$ cat src/rtl/digit_scan_scheduler.sv
// Scans every board cell through the shared digit classifier and writes the
// winning digit (serial argmax over classes 1..9) or 0 into board memory.
module digit_scan_scheduler #(
    parameter int unsigned BITS    = 32,
    parameter int unsigned CELLS   = 81,
    parameter int          THRESH  = 0,
    parameter int unsigned TIMEOUT = 4095
) (
    input  logic                 clk,
    input  logic                 rst_n,
    input  logic                 start,
    output logic                 busy,
    output logic                 done,
    output logic                 err,
    output logic                 nn_start,
    output logic [6:0]           nn_cell,
    input  logic                 nn_done,
    input  logic [BITS*10-1:0]   layer_2,
    output logic                 wr_en,
    output logic [6:0]           wr_addr,
    output logic [3:0]           wr_digit
);

    localparam int unsigned WdW = $clog2(TIMEOUT + 1);
    localparam logic signed [BITS-1:0] Thresh = BITS'(THRESH);

    typedef enum logic [2:0] {StIdle, StIssue, StWait, StScan, StWrite, StFin} state_t;

    state_t                 state_q;
    logic [6:0]             cell_q;
    logic [3:0]             k_q;
    logic [WdW-1:0]         wdog_q;
    logic signed [BITS-1:0] score_q [1:9];
    logic signed [BITS-1:0] best_q;
    logic [3:0]             idx_q;

    logic signed [BITS-1:0] cur_score;
    logic                   take;
    logic signed [BITS-1:0] next_best;
    logic [3:0]             next_idx;
    logic                   unused_class0;

    // Class 0 (blank) never competes in the argmax.
    assign unused_class0 = ^layer_2[BITS*10-1 -: BITS];

    assign nn_cell = cell_q;
    assign wr_addr = cell_q;

    // Ties go to the later (higher) class because of >=.
    always_comb begin
        cur_score = score_q[k_q];
        take      = (k_q == 4'd1) || (cur_score >= best_q);
        next_best = take ? cur_score : best_q;
        next_idx  = take ? k_q : idx_q;
    end

    always_ff @(posedge clk or negedge rst_n) begin
        if (!rst_n) begin
            state_q  <= StIdle;
            cell_q   <= '0;
            k_q      <= '0;
            wdog_q   <= '0;
            best_q   <= '0;
            idx_q    <= '0;
            for (int i = 1; i <= 9; i++) score_q[i] <= '0;
            busy     <= 1'b0;
            done     <= 1'b0;
            err      <= 1'b0;
            nn_start <= 1'b0;
            wr_en    <= 1'b0;
            wr_digit <= '0;
        end else begin
            nn_start <= 1'b0;
            wr_en    <= 1'b0;
            wr_digit <= '0;
            done     <= 1'b0;
            unique case (state_q)
                StIdle: begin
                    if (start) begin
                        state_q  <= StIssue;
                        cell_q   <= '0;
                        err      <= 1'b0;
                        busy     <= 1'b1;
                        nn_start <= 1'b1;
                    end
                end
                StIssue: begin
                    state_q <= StWait;
                    wdog_q  <= '0;
                end
                StWait: begin
                    if (nn_done) begin
                        for (int i = 1; i <= 9; i++) score_q[i] <= layer_2[BITS*(10-i)-1 -: BITS];
                        k_q     <= 4'd1;
                        state_q <= StScan;
                    end else if (wdog_q == WdW'(TIMEOUT - 1)) begin
                        err      <= 1'b1;
                        idx_q    <= '0;
                        wr_en    <= 1'b1;
                        state_q  <= StWrite;
                    end else begin
                        wdog_q <= wdog_q + WdW'(1);
                    end
                end
                StScan: begin
                    best_q <= next_best;
                    idx_q  <= next_idx;
                    if (k_q == 4'd9) begin
                        state_q  <= StWrite;
                        wr_en    <= 1'b1;
                        wr_digit <= (next_best < Thresh) ? 4'd0 : next_idx;
                    end else begin
                        k_q <= k_q + 4'd1;
                    end
                end
                StWrite: begin
                    if (cell_q == 7'(CELLS - 1)) begin
                        state_q <= StFin;
                        done    <= 1'b1;
                    end else begin
                        cell_q   <= cell_q + 7'd1;
                        state_q  <= StIssue;
                        nn_start <= 1'b1;
                    end
                end
                StFin: begin
                    state_q <= StIdle;
                    cell_q  <= '0;
                    busy    <= 1'b0;
                end
                default: state_q <= StIdle;
            endcase
        end
    end

endmodule

$ cat config.mk
export PLATFORM = sky130hd
export DESIGN_NAME = digit_scan_scheduler
export DESIGN_NICKNAME = d
export VERILOG_FILES = /design/src/rtl/digit_scan_scheduler.sv
export SDC_FILE = /design/constraint.sdc
export NUM_CORES = 1
export LEC_CHECK = 0
export CAP_MARGIN = 20
export CORE_ASPECT_RATIO = 1.4
export CORE_MARGIN = 2
export CORE_UTILIZATION = 47
export CTS_BUF_LIST = sky130_fd_sc_hd__clkbuf_16
export DETAILED_ROUTE_END_ITERATION = 10
export GPL_TIMING_DRIVEN = 0
export MAX_ROUTING_LAYER = met4
export PLACE_DENSITY = 0.75
export SETUP_SLACK_MARGIN = 0.5
export SKIP_CTS_REPAIR_TIMING = 1
export SLEW_MARGIN = 10
export SYNTH_ARGS = -nofsm -noshare
export SYNTH_HDL_FRONTEND = slang
export SYNTH_SLANG_ARGS = --single-unit
export TNS_END_PERCENT = 5
$ cat constraint.sdc
create_clock -name clk -period 4.3 [get_ports clk]
set_input_delay 0.43 -clock clk [delete_from_list [all_inputs] [get_ports clk]]
set_output_delay 0.43 -clock clk [all_outputs]
set_load 0.05 [all_outputs]
==> impl_metrics.json, run 1 <==
{
  "status": "complete, no violations",
  "clk_pin_slew_ps": 60,
  "period_needed_ps": 4010,
  "cp_data_arrival_time_ps": 4440,
  "setup_viol": 0,
  "power_frac_seq": 0.341,
  "clk_path_buf_depth": 3,
  "skew_ps": 29.1,
  "worst_pin_slew_ps": 925,
  "io_buffers": 314,
  "crit_fanout": 10,
  "drt_iter0_drc": 1312,
  "ys_ff_latch": 359,
  "drc": 0,
  "hp-class": "input port to async pin",
  "routed_via_density": 5.43,
  "grt_usage": 0.292,
  "crit_type": "register to register",
  "swShare": 0.392,
  "clockPowerShare": 0.190,
  "ys_warn_count": 0,
  "ys_top_cells_by_area": "dfrtp_1, nand2_1, mux4_2",
  "syn_area_mm2": 0.0172,
  "p_int_mw": 9.89,
  "io_pins": 347,
  "worstSetupEndpointType": "register",
  "vias": 15100,
  "worstReg2RegStart": "k_q[0]",
  "crit_path_cell_trace": "buf_12, clkinvlp_4, buf_6, nor2_1, a21oi_2, o22a_1, o21ai_2, ha_1, a21oi_1, o21ai_1, a221o_1, or3_1, a22o_4, o21ba_4, buf_12, buf_8, mux2_4",
  "irDropWorstVdd_mv": 0.347,
  "slowest_delay_ps": 470,
  "comb_power_share": 0.469,
  "power.switching_mw": 6.39,
  "std_cell_rows": 82,
  "synth-edff-count": 0,
  "htreeDepth": 2,
  "numClockSinks": 359,
  "clk_latency_ps": 550,
  "grt_pass1_vias": 15600,
  "drive_above_1_share": 0.0968,
  "grt-ovfl-total": 0,
  "slowest_stage": "dfrtp_2",
  "synthFlopType": "dfrtp_1",
  "synth.avg_cell_area_um2": 9.02,
  "slew_headroom": 0.383,
  "antenna_found_initial": 0,
  "hold_ws_ps": 379,
  "wl_per_cell_um": 19.8,
  "die_y_um": 230,
  "leakage_nw": 11.2,
  "rsz0062_at_grt": "true",
  "timing.rr.end": "best_q[27]",
  "grt_max_degree": 111,
  "ys_seq_area_frac": 0.523,
  "cts_tree": "built",
  "slew_violations": 0,
  "power_density_mw_per_mm2": 712,
  "setup_tns_ps": 0,
  "ant_nets": 0,
  "synthesis.nets": 2265,
  "nets": 2652,
  "r2r_cells": 17,
  "fmax_mhz": 249,
  "cts_root_buffer": "clkbuf_16",
  "syn_inst": 1903,
  "place_congestion": 0.918,
  "start_kind": "register",
  "die_w_um": 166,
  "cts_buffers": 37,
  "die_area_mm2": 0.0381,
  "synth-async-reset-ratio": 1.00,
  "dpl.hpwl_um": 40300,
  "initial_core_util": 0.478,
  "grt_pass1_wl_um": 83200,
  "routed_wl_um": 55000,
  "cp_common_cell": "buf_12",
  "synth_area_leader_cell": "dfrtp_1",
  "finalCritPeriodShare": 0.933,
  "drv_cap": 0,
  "firstDrtPassIters": 8,
  "diodes": 0,
  "synth_top_area_share": 0.523,
  "yosys.cell_types.count": 49,
  "hold_violations": 0,
  "crit_required_ps": 4720,
  "core_region_area_mm2": 0.0359,
  "syn2layout_area_growth_pct": 33.2,
  "ff2ff_setup_slack_ps": 290
}
==> cell usage after synthesis (all sizes together), types with 3 or more instances <==
master	n
a21o	3
a21oi	56
a22o	8
a31oi	3
and4	3
buf	28
clkbuf	91
dfrtp	359
ha	38
inv	43
mux2	32
mux2i	67
mux4	32
nand2	917
nand3	11
nand4	12
nor2	56
nor2b	5
nor3	10
o211ai	3
o21ai	51
o22a	32
or3	6
xnor2	7
xor2	6
==> state kept, by name, summed over array words and instances (netlist names), 3 cells and up <==
register	cells
score_q	288
nn_cell	7
idx_q	4
k_q	4
state_q	3
wdog_q	12
best_q	32
wr_digit	4
==> cell families (layout without fill, tap and decap cells) <==
kind of cell,count (synthesis),in the layout,share of synthesized area
flip-flops,359,359,0.523
XOR/XNOR,13,13,0.00663
multiplexers,131,131,0.107
AO/OA/AOI/OAI,170,170,0.0624
AND/OR/NAND/NOR,1030,1030,0.233
adder cells (fa/ha/maj),38,38,0.0277
buffers and inverters,162,574,0.0399
==> metal layers <==
layer	vias to the layer above	wire [um]	track usage
li1	6943	-	-
met1	7349	21700	0.354
met2	638	27400	0.484
met3	159	3290	0.0348
met4	0	2650	0.135
met5	-	0	-
==> worst max-delay path, delay by kind of cell (launching register included) <==
kind	cells	cell delay (ps)
and+or+nand+nor	2	490
AOI/OAI and AO/OA	8	1490
buffers and inverters	5	860
adders and majority gates	1	280
muxes	1	290
DFF	1	470
==> cell type report <==
| type | instances | area (um^2) |
|---|---|---|
| timing repair buffer | 348 | 3600 |
| multi-input combinational | 1382 | 7610 |
| buffer | 119 | 783 |
| clock buffer | 38 | 951 |
| sequential | 359 | 8980 |
| tap | 462 | 578 |
| clock inverter | 26 | 198 |
| inverter | 43 | 165 |
| fill | 2930 | 13000 |
==> cell usage in the layout, fill, tap and decap left out, drive strengths merged, types with 3 or more instances in the layout <==
master         netlist  layout
clkdlybuf4s50        0     313
mux2i               67      67
nand3               11      11
nand4               12      12
o22a                32      32
nand2              917     917
nor3                10      10
and4                 3       3
o211ai               3       3
inv                 43      49
mux4                32      32
or3                  6       6
dfrtp              359     359
ha                  38      38
xnor2                7       7
xor2                 6       6
nor2b                5       5
nor2                56      56
clkinv               0      17
mux2                32      32
clkbuf              91     128
a31oi                3       3
a22o                 8       8
buf                 28      63
a21o                 3       3
o21ai               51      51
a21oi               56      56
==> worst max path at each step <==
stage                       from           end  slack (ps)  cells past startpoint
after floorplan           k_q[1]    best_q[10]         500                     17
after global placement     rst_n  score_q[198]      -12450                      1
after detailed placement  k_q[1]    best_q[28]        -450                     17
after CTS                 k_q[1]    best_q[28]        -500                     17
after global routing      k_q[0]    best_q[27]         220                     17
final                     k_q[0]    best_q[27]         290                     17
==> stage by stage <==
| step | total power, mW | worst slack, ps | util | instances | instance area [um^2] |
|---|---|---|---|---|---|
| final | 16.3 | 287 | 0.637 | 2777 | 22900 |
| after global routing | 17.2 | 218 | 0.637 | 2777 | 22900 |
| after CTS | 15.3 | -498 | 0.617 | 2746 | 22100 |
| after detailed placement | 12.2 | -454 | 0.585 | 2682 | 21000 |
| after global placement | 11.9 | -12450 | 0.582 | 2679 | 20900 |
| after floorplan | 9.94 | 502 | - | 1903 | 17200 |
==> power groups by stage <==
stage / registers [mW] / clock network, mW / logic, mW
CTS: 5.50 / 3.13 / 6.71
detailed placement: 5.55 / 0 / 6.63
global placement: 5.49 / 0 / 6.42
global route: 5.69 / 3.25 / 8.31
finish: 5.55 / 3.10 / 7.63
floorplan: 5.38 / 0 / 4.56
No activity file was read; power rests on OpenSTA's default activity.
==> run 2, diff against run 1 <==
Settings changed: CELL_PAD_IN_SITES_DETAIL_PLACEMENT from default to 1, CELL_PAD_IN_SITES_GLOBAL_PLACEMENT from default to 1, CORE_UTILIZATION 47 to 35, PLACE_DENSITY 0.75 to 0.74.
==> run 2 against run 1 <==
Worst setup slack worse by 83 ps. Sequential share of layout area is 0.55 points lower. Die area is 34% higher. Cell count up 6.3%. Critical path depth is 1 higher. Clock power up 6%. Register-to-register slack lost 80 ps. Sequential power about the same. Flip-flop and latch count did not move. Worst hold slack improved by 7.8 ps. Largest power group unchanged. Highest routed layer unchanged.
==> impl_metrics.json, run 2 (synthesis gave the netlist of run 1 again) <==
{
  "io_buffers": 314,
  "numClockSinks": 359,
  "antenna_found_initial": 2,
  "grt-ovfl-total": 0,
  "routed_via_density": 5.05,
  "finalCritPeriodShare": 0.953,
  "finalPower_mw": 16.7,
  "final_area_mm2": 0.0232,
  "die_w_um": 191,
  "io_pins": 347,
  "cts_tree": "built",
  "irDropWorstVdd_mv": 0.301,
  "multiInputGateArea_mm2": 0.00773,
  "period_needed_ps": 4100,
  "slew_headroom": 0.404,
  "largest_reg_flops": 288,
  "crit_type": "register to register",
  "crit_required_ps": 4730,
  "syn2layout_area_growth_pct": 35.1,
  "firstDrtPassIters": 5,
  "worst_pin_slew_ps": 894,
  "leakage_nw": 11.2,
  "routed_wl_um": 63000,
  "htreeDepth": 2,
  "status": "complete, no violations",
  "std_cell_rows": 96,
  "dp.cells": 2857,
  "core_region_area_mm2": 0.0488,
  "crit_fanout": 7,
  "cp_common_cell": "buf_12",
  "slowest_delay_ps": 420,
  "initial_core_util": 0.352,
  "clk_latency_ps": 560,
  "seq_area_mm2": 0.00898,
  "rsz0062_at_grt": "true",
  "fmax_mhz": 244,
  "skew_ps": 31.0,
  "layout_common_cells": "nand2_1, dfrtp_1, clkdlybuf4s50_1, clkbuf_1, mux2i_1",
  "clk_pin_slew_ps": 60,
  "hold_violations": 0,
  "slowest_stage": "dfrtp_1",
  "slew_violations": 0,
  "grt_max_degree": 112,
  "drive_above_1_share": 0.103,
  "ant_nets": 0,
  "cts_buffers": 39,
  "wl_per_cell_um": 21.3,
  "die_area_mm2": 0.0509,
  "largest-register": "score_q",
  "vias": 14900,
  "cts_root_buffer": "clkbuf_16",
  "finalNonFillerCells": 2953,
  "grt_usage": 0.252,
  "cp_data_arrival_time_ps": 4520,
  "die_y_um": 266,
  "dpl.hpwl_um": 47200,
  "power_density_mw_per_mm2": 720,
  "setup_viol": 0,
  "drt_iter0_drc": 753,
  "crit_path_cell_trace": "buf_12, buf_8, nor2b_4, buf_12, clkbuf_16, a21oi_1, o22a_1, o21ai_0, ha_1, nor2b_1, o211ai_1, a2111oi_0, or3_4, a22o_4, o21ba_4, buf_12, clkbuf_16, mux2_4",
  "grt_pass1_vias": 16400,
  "grt_pass1_wl_um": 94400,
  "dpl_cell_area_mm2": 0.0212,
  "drc": 0,
  "final_common_cell": "nand2_1",
  "top_regs": "score_q: 288 flops, best_q: 32 flops, wdog_q: 12 flops",
  "hp-class": "input port to async pin",
  "clk_path_buf_depth": 3,
  "setup_tns_ps": 0,
  "worstSetupEndpointType": "register",
  "drv_cap": 0,
  "nets": 2646,
  "fill_cells": 5595,
  "place_congestion": 0.878,
  "start_kind": "register"
}
[run 2: cell count changes in the layout (fill, tap and decap cells not counted), moves of 4 or more]
cell / before / now
a21oi_2: 7 / 13
nand2_2: 4 / 0
o21ai_2: 11 / 15
o21ai_1: 19 / 10
clkinv_2: 6 / 13
ha_4: 0 / 4
nand2_1: 913 / 917
buf_4: 32 / 26
ha_1: 38 / 33
a21oi_1: 49 / 42
o21ai_0: 21 / 25
[run 2: final timing paths]
kind	startpoint	endpoint	slack (ps)	cells past startpoint
setup / recovery	k_q[0]	best_q[10]	200	18
min in group clk	layer_2[210]	score_q[210]	400	3
hold / removal	rst_n	score_q[183]	390	2
hold reg to reg	score_q[84]	score_q[84]	470	2
setup reg to reg	k_q[0]	best_q[10]	200	18
max in group asynchronous	rst_n	wdog_q[3]	2490	4
[run 2: metrics by stage]
step                      hold WS (ps)  setup WS, ps   util
after global placement             453        -13060  0.433
after global routing               399          62.2  0.476
after detailed placement           378          -624  0.435
final                              387           204  0.476
after CTS                         -207          -646  0.460
after floorplan                    134           502      -
[run 2: layer usage]
metal | wire, um | GRT usage | vias up
met5 | 0 | - | -
met4 | 2130 | 0.0904 | 0
met3 | 2720 | 0.0325 | 105
met2 | 32900 | 0.441 | 386
met1 | 25200 | 0.295 | 7496
li1 | - | - | 6916
[run 2: critical path: cells and delay by family (launching register included)]
family	cells	cell delay, ps
buf+inv	6	930
mux	1	290
simple gates	3	620
compound gates	7	1430
flops	1	420
fa+ha+maj	1	290
[run 2: where the power goes]
part | switching [mW] | internal [mW] | total (mW)
clock | 1.46 | 1.82 | 3.28
combinational | 4.45 | 3.41 | 7.86
sequential | 0.801 | 4.77 | 5.57
total | 6.71 | 10.0 | 16.7
[run 2: area by class of cell]
type,count,area share
sequential,359,0.387
multi-input combinational,1382,0.333
buffer,119,0.0352
clock inverter,31,0.00928
antenna,2,0.000216
timing repair buffer,340,0.150
tap,637,0.0344
inverter,43,0.00707
clock buffer,40,0.0431
==> run 3, diff against run 2 <==
--- a/config.mk
+++ b/config.mk
@@ -7,2 +7,3 @@
 export LEC_CHECK = 0
+export ABC_CLOCK_PERIOD_IN_PS = 4300
 export CAP_MARGIN = 20
--- a/constraint.sdc
+++ b/constraint.sdc
@@ -3,2 +3,2 @@
 set_output_delay 0.43 -clock clk [all_outputs]
-set_load 0.05 [all_outputs]
+set_load 0.01 [all_outputs]
==> results of run 3 <==
Same layout as run 2 (identical final DEF). Status: complete, no violations.
Main changes from that run: total power 16.7 mW -> 16.6 mW
